[src/rtl/seq_pkg.sv]
// rtl/seq_pkg.sv - shared state encoding and pattern constants for the 1101 transmitter/detector pair
package seq_pkg;

   typedef enum logic [1:0] {
      ST_IDLE  = 2'd0,
      ST_SHIFT = 2'd1,
      ST_GAP   = 2'd2,
      ST_DONE  = 2'd3
   } state_t;

   localparam logic [3:0] PAT_1101 = 4'b1101;
   localparam int         PAT_LEN  = 4;

endpackage

[src/rtl/seq1101_tx.sv]
// rtl/seq1101_tx.sv - MSB-first serial frame generator with repeat count and idle gap
module seq1101_tx
   import seq_pkg::*;
#(
   parameter int WIDTH = 16,
   parameter int CNT_W = 4,
   parameter int GAP   = 2
) (
   input  logic                       clk,
   input  logic                       reset,
   input  logic                       start,
   input  logic [WIDTH-1:0]           data,
   input  logic [$clog2(WIDTH):0]     nbits,
   input  logic [CNT_W-1:0]           rep,
   output logic                       out,
   output logic                       valid,
   output logic                       busy,
   output logic                       done
);

   localparam int NB_W  = $clog2(WIDTH) + 1;
   localparam int GAP_W = (GAP > 1) ? $clog2(GAP) : 1;

   state_t             state_q, state_d;
   logic [WIDTH-1:0]   frame_q, frame_d;
   logic [WIDTH-1:0]   shreg_q, shreg_d;
   logic [NB_W-1:0]    nbits_q, nbits_d;
   logic [NB_W-1:0]    bitcnt_q, bitcnt_d;
   logic [CNT_W-1:0]   rep_q, rep_d;
   logic [GAP_W-1:0]   gapcnt_q, gapcnt_d;
   logic               out_q, out_d;
   logic               valid_q, valid_d;
   logic               busy_q, busy_d;
   logic               done_q, done_d;

   // frame_q holds the active field left-aligned so the next bit is always bit WIDTH-1;
   // bitcnt_q counts bits still to follow the one currently on out.
   always_comb begin
      state_d  = state_q;
      frame_d  = frame_q;
      shreg_d  = shreg_q;
      nbits_d  = nbits_q;
      bitcnt_d = bitcnt_q;
      rep_d    = rep_q;
      gapcnt_d = gapcnt_q;
      out_d    = out_q;
      valid_d  = valid_q;
      busy_d   = busy_q;
      done_d   = 1'b0;
      case (state_q)
         ST_IDLE: begin
            if (start && (nbits != '0) && (nbits <= NB_W'(WIDTH))) begin
               frame_d  = data << (NB_W'(WIDTH) - nbits);
               nbits_d  = nbits;
               rep_d    = rep;
               out_d    = frame_d[WIDTH-1];
               shreg_d  = frame_d << 1;
               bitcnt_d = nbits - 1'b1;
               valid_d  = 1'b1;
               busy_d   = 1'b1;
               state_d  = ST_SHIFT;
            end
         end
         ST_SHIFT: begin
            if (bitcnt_q != '0) begin
               out_d    = shreg_q[WIDTH-1];
               shreg_d  = shreg_q << 1;
               bitcnt_d = bitcnt_q - 1'b1;
            end else if (rep_q != '0) begin
               rep_d = rep_q - 1'b1;
               if (GAP > 0) begin
                  state_d  = ST_GAP;
                  gapcnt_d = GAP_W'(GAP - 1);
                  out_d    = 1'b0;
                  valid_d  = 1'b0;
               end else begin
                  out_d    = frame_q[WIDTH-1];
                  shreg_d  = frame_q << 1;
                  bitcnt_d = nbits_q - 1'b1;
               end
            end else begin
               state_d = ST_DONE;
               done_d  = 1'b1;
               out_d   = 1'b0;
               valid_d = 1'b0;
               busy_d  = 1'b0;
            end
         end
         ST_GAP: begin
            if (gapcnt_q != '0) begin
               gapcnt_d = gapcnt_q - 1'b1;
            end else begin
               state_d  = ST_SHIFT;
               out_d    = frame_q[WIDTH-1];
               shreg_d  = frame_q << 1;
               bitcnt_d = nbits_q - 1'b1;
               valid_d  = 1'b1;
            end
         end
         ST_DONE: begin
            state_d = ST_IDLE;
         end
         default: begin
            state_d = ST_IDLE;
         end
      endcase
   end

   always_ff @(posedge clk or posedge reset) begin
      if (reset) begin
         state_q  <= ST_IDLE;
         frame_q  <= '0;
         shreg_q  <= '0;
         nbits_q  <= '0;
         bitcnt_q <= '0;
         rep_q    <= '0;
         gapcnt_q <= '0;
         out_q    <= 1'b0;
         valid_q  <= 1'b0;
         busy_q   <= 1'b0;
         done_q   <= 1'b0;
      end else begin
         state_q  <= state_d;
         frame_q  <= frame_d;
         shreg_q  <= shreg_d;
         nbits_q  <= nbits_d;
         bitcnt_q <= bitcnt_d;
         rep_q    <= rep_d;
         gapcnt_q <= gapcnt_d;
         out_q    <= out_d;
         valid_q  <= valid_d;
         busy_q   <= busy_d;
         done_q   <= done_d;
      end
   end

   assign out   = out_q;
   assign valid = valid_q;
   assign busy  = busy_q;
   assign done  = done_q;

endmodule

[config.mk]
export PLATFORM = sky130hd
export DESIGN_NAME = seq1101_tx
export DESIGN_NICKNAME = d
export VERILOG_FILES = /design/src/rtl/seq_pkg.sv /design/src/rtl/seq1101_tx.sv
export SDC_FILE = /design/constraint.sdc
export NUM_CORES = 1
export LEC_CHECK = 0
export CORE_AREA = 2 2 120 122
export CTS_CLUSTER_SIZE = 16
export DETAILED_ROUTE_END_ITERATION = 8
export DIE_AREA = 0 0 122 124
export GPL_TIMING_DRIVEN = 0
export RECOVER_POWER = 50
export REMOVE_ABC_BUFFERS = 1
export SETUP_SLACK_MARGIN = 0.1
export SYNTH_ARGS = -nofsm -noshare
export SYNTH_HDL_FRONTEND = slang
export SYNTH_SLANG_ARGS = --single-unit
[constraint.sdc]
create_clock -name clk -period 2.85 [get_ports clk]
set_input_delay 0.7125 -clock clk [delete_from_list [all_inputs] [get_ports clk]]
set_output_delay 0.7125 -clock clk [all_outputs]
set_load 0.02 [all_outputs]
# == After elaboration in Yosys (flattened, before gate mapping) ==
# Index checks and enable logic that the tools add are counted.
# classes
addsub,6
n_lt_le_gt_ge,1
n_eq_ne,9
shifts,1
mux,35
n_reduce_logical,17
# op_table
cell,count
$mux W16,3
$pmux W16 S3,1
$reduce_and A4 Y1,4
$shl A16 B5 Y16,1
$mux W1,15
$mux W5,3
$pmux W5 S3,1
$sub A5 B1 Y5 const B,3
$mux W4,3
$ne A2 B2 Y1 const B,6
$reduce_bool A5 Y1,2
$reduce_and A3 Y1,3
$pmux W2 S4,1
$pmux W4 S2,1
$mux W2,3
$pmux W1 S3,2
$le A5 B5 Y1 const B,1
$sub A5 B5 Y5 const A,1
$eq A2 B2 Y1 const B,2
$pmux W1 S2,2
$reduce_bool A2 Y1,2
$reduce_bool A4 Y1,1
$sub A4 B1 Y4 const B,1
$reduce_bool A3 Y1,1
5 further kinds,6
# word_totals
regBits,53
output_inout_bits,4
elab_cells,80

# == Depth between registers and ports, before layout ==
# depth
ltp_word,5
ltp_mapped,12

# == Worst setup path after synthesis ==
# OpenSTA, ideal clock, no wires.
# synth_path
path_kind,input port to flip-flop
start,input nbits[0]
end,register nbits_q[2]
arrival_ps,2954
t_required_ps,2725
slack_ps,-229
path_stages,10
path_cell_list,buf_2 > inv_1 > buf_2 > ha_1 > nor3b_1 > ha_1 > o311a_2 > nand2_1 > clkbuf_1 > mux2_2
# synth_between
elab_chain_cells,4
# synth_lines
element,line_no,rtl
start: declaration,seq1101_tx.sv:13,"input logic [$clog2(WIDTH):0] nbits,"
"parallel branches: the longest is 2 deep, another holds $le A5 B5 Y1",--,
$logic_and A1 B1 Y1 (*),seq1101_tx.sv:52,if (start && (nbits != '0) && (nbits <= NB_W'(WIDTH))) begin
$reduce_and A2 Y1 (no line) (*),--,
end signal: assignment,seq1101_tx.sv:126,nbits_q <= nbits_d;
end: declaration,seq1101_tx.sv:27,"logic [NB_W-1:0] nbits_q, nbits_d;"
# Mark *: on every way between the ends.
# A chain may end at the register's enable or synchronous reset.

# == Worst setup path in the final report ==
# layout_path
start,input nbits[1]
end,register out_q (netlist: out)
# layout_between
elab_chain_cells,5
# layout_lines
element,line_no,rtl
"parallel branches: the longest is 5 deep, another holds $sub A5 B5 Y5",--,
end signal: assignment,seq1101_tx.sv:130,out_q <= out_d;
end: declaration,seq1101_tx.sv:31,"logic out_q, out_d;"
# Several ways; the timed one is not identified. The select of a mux whose other input is x is not followed.

==> impl_metrics.json <==
{
  "antenna_left": 0,
  "cts_buffer_depth": 2,
  "grt_usage": 0.1229,
  "wl_mm": 9.017,
  "period_minus_slack_ns": 2.701,
  "grt_pass1_wl_mm": 14.75,
  "register_area_um2": 1301,
  "rows": 43,
  "dp_hpwl_mm": 5.858,
  "dieWidth_um": 122,
  "areaGrowthSynthToFinish_pct": 23.02,
  "multi_input_area_um2": 2072,
  "routabilityCongestion": 0.8113,
  "cp.arrival_ns": 2.91,
  "die-area_um2": 15130,
  "first_iter_violations": 189,
  "setup_tns_ns": 0,
  "wl_per_cell_um": 16.34,
  "hold_viol_final": 0,
  "skew_ns": 0.01011,
  "powerDensity_nw_per_um2": 1019,
  "drc": 0,
  "ys_seq_area_frac": 0.3831,
  "cts_tree": "done",
  "synthDistinctLibCells": 57,
  "cp_top_family": "simple AND/OR/NAND/NOR gates",
  "crit_chain": "clkdlybuf4s15_2 -> inv_1 -> ha_4 -> nor3b_2 -> ha_1 -> or3b_4 -> o22a_1 -> and2_1 -> o31ai_2",
  "cpMaxStageDelayCell": "or3b_4",
  "rsz0062_at_grt": "true",
  "maxCapViolations": 0,
  "drv_slew": 0,
  "power_mw": 4.259,
  "path_buf_inv": 2,
  "ir_drop_uv": 397.2,
  "p_seq_frac": 0.295,
  "avgSynthCellArea_um2": 9.818,
  "cp-end-kind": "flip-flop",
  "io_buffers": 31,
  "synthCells": 346,
  "num_antenna_cells": 0,
  "ys.warnings.count": 0,
  "timing.rr.start": "state_q[0]",
  "status": "finished clean",
  "fin_crit_sh": 0.9476,
  "clk_latency_ns": 0.29,
  "num_io_pins": 32,
  "fillerInstances": 1452,
  "internal-power_mw": 2.417,
  "hold_start": "nbits_q[1]",
  "start_util": 0.2476,
  "ys_ff_latch": 52,
  "worstPathRequired_ns": 3.06,
  "first_pass_iters": 4,
  "setup_viol": 0,
  "nets": 410,
  "clockPowerShare": 0.143,
  "crit_path_start": "nbits[1]",
  "p_comb_frac": 0.561,
  "grt_max_degree": 41,
  "num_vias": 2836,
  "p_sw_frac": 0.4325,
  "vias_per_cell": 5.138,
  "numCtsBuffers": 5,
  "cts_sinks": 52,
  "drive_gt1_frac": 0.1559,
  "die_h_um": 124,
  "hp-class": "reg -> reg",
  "clk_pin_slew_ns": 0.08,
  "synth_top_flop_cell": "dfrtp_1",
  "startpoint_type": "primary input",
  "async_reset_ff_frac": 1.000,
  "syn_area_um2": 3397,
  "synth-edff-count": 0,
  "slew_headroom": 0.2524,
  "fmax_mhz": 370.3,
  "clock-root-buffer": "clkbuf_16",
  "worst-setup-path-type": "in -> reg",
  "p_leak_nw": 1.712,
  "grt_overflow": 0,
  "antenna_found_initial": 0,
  "worst_pin_slew_ns": 1.121,
  "critPathMaxFanout": 4,
  "power_switching_mw": 1.842,
  "grt_pass1_vias": 2910,
  "h-tree-depth": 2,
  "cpPeakStageDelay_ns": 0.44,
  "core_area_um2": 13720
}
==> area by class of cell <==
class / instances / area share
Clock buffer: 6 / 0.03084
Clock inverter: 2 / 0.003892
Inverter: 13 / 0.01257
Multi-Input combinational cell: 259 / 0.4958
Sequential cell: 52 / 0.3114
Tap cell: 180 / 0.05389
Timing Repair Buffer: 40 / 0.09162
==> final timing paths <==
kind	to	slack (ns)	cells after the start
setup / recovery	out	0.15	9
setup reg to reg	shreg_q[15]	0.21	6
max in group asynchronous	frame_q[2]	0.54	3
min in group asynchronous	done	0.94	2
hold reg to reg	nbits_q[1]	0.48	2
hold / removal	nbits_q[1]	0.48	2
==> registers in the layout (all words and copies together), names as in the netlist <==
register  cells
frame_q      16
shreg_q      15
bitcnt_q      5
nbits_q       5
rep_q         4
state_q       2
busy          1
done          1
gapcnt_q      1
out           1
valid         1
==> synthesized netlist by cell type (2+ instances only) <==
master | number | area [um^2]
dfrtp_1 | 52 | 1301
nand2_1 | 44 | 165.2
mux2i_1 | 31 | 310.3
o21ai_0 | 30 | 150.1
a21oi_1 | 21 | 105.1
nor2_1 | 18 | 67.56
clkbuf_1 | 13 | 48.80
inv_1 | 13 | 48.80
ha_1 | 11 | 137.6
mux2_2 | 10 | 112.6
a221oi_1 | 9 | 78.83
a22oi_1 | 8 | 60.06
a221o_1 | 7 | 70.07
buf_2 | 7 | 35.03
a22o_1 | 6 | 52.55
nand3_1 | 5 | 25.02
o31a_1 | 4 | 35.03
o31ai_1 | 4 | 30.03
mux4_2 | 3 | 67.56
nor3b_1 | 3 | 22.52
o22ai_1 | 3 | 18.77
o41ai_1 | 3 | 26.28
buf_4 | 2 | 15.01
mux4_1 | 2 | 52.55
nor4_1 | 2 | 12.51
o21ai_1 | 2 | 10.01
o32a_1 | 2 | 20.02
xnor2_1 | 2 | 17.52
==> worst min-delay path, delay by kind of cell, from the launching register on <==
family / cells / cell delay [ns]
flip-flops: 1 / 0.34
AO/OA/AOI/OAI: 1 / 0.06
AND/OR/NAND/NOR: 1 / 0.05
==> cells by family after synthesis <==
kind of cell | share of synthesized area
AO/OA/AOI/OAI | 0.2306
multiplexers | 0.1676
flip-flops | 0.3831
adder cells (fa/ha/maj) | 0.04052
buffers and inverters | 0.04678
XOR/XNOR | 0.01732
AND/OR/NAND/NOR | 0.1142
==> power by group through the flow <==
stage / combinational, mW / sequential [mW] / clock [mW]
4_1_cts: 2.34 / 1.25 / 0.616
3_3_place_gp: 2.13 / 1.25 / 0
2_1_floorplan: 1.65 / 1.23 / 0
6_report: 2.39 / 1.26 / 0.611
5_1_grt: 2.66 / 1.30 / 0.653
3_5_place_dp: 2.19 / 1.26 / 0
==> metal layers <==
metal | share of wire | track usage | up-vias | routed length [um]
li1 | - | - | 1346 | -
met1 | 0.46 | 0.1685 | 1379 | 4179
met2 | 0.45 | 0.2018 | 99 | 4064
met3 | 0.069 | 0.01969 | 12 | 619
met4 | 0.017 | 0.03233 | 0 | 154
met5 | 0 | 0 | - | 0
==> repair_timing <==
item / CTS / global route
hold endpoints to repair: 0 / 0
pin swaps: 3 / 1
resized for setup: 25 / 11
hold buffers: 0 / 0
setup buffers: 6 / 2
endpoints found under the setup margin: 50 / 29
gates cloned: 1 / 0
==> placed cells by master (no fill, tap or decap), types with 6 or more instances in the layout <==
master and n:
a22oi_1 7, buf_4 7, mux2_2 10, a221o_1 7, a221oi_1 9, inv_1 12, a22o_1 6, ha_1 9
a21oi_1 20, mux2i_1 29, clkdlybuf4s50_1 25, dfrtp_1 52, o21ai_0 29, nand2_1 43, nor2_1 17
==> metrics by stage <==
step | utilization | setup WS, ns | instance area [um^2] | instances | hold slack, ns
2_1_floorplan | - | -0.2254 | 3287 | 323 | 0.4430
3_3_place_gp | 0.2786 | -1.893 | 3822 | 534 | 0.4554
3_5_place_dp | 0.2801 | -1.921 | 3842 | 535 | 0.4679
4_1_cts | 0.3008 | 0.1281 | 4126 | 550 | 0.4848
5_1_grt | 0.3046 | 0.02412 | 4179 | 552 | 0.5146
6_report | 0.3046 | 0.1493 | 4179 | 552 | 0.4833
Power figures use the tool's default switching activity.
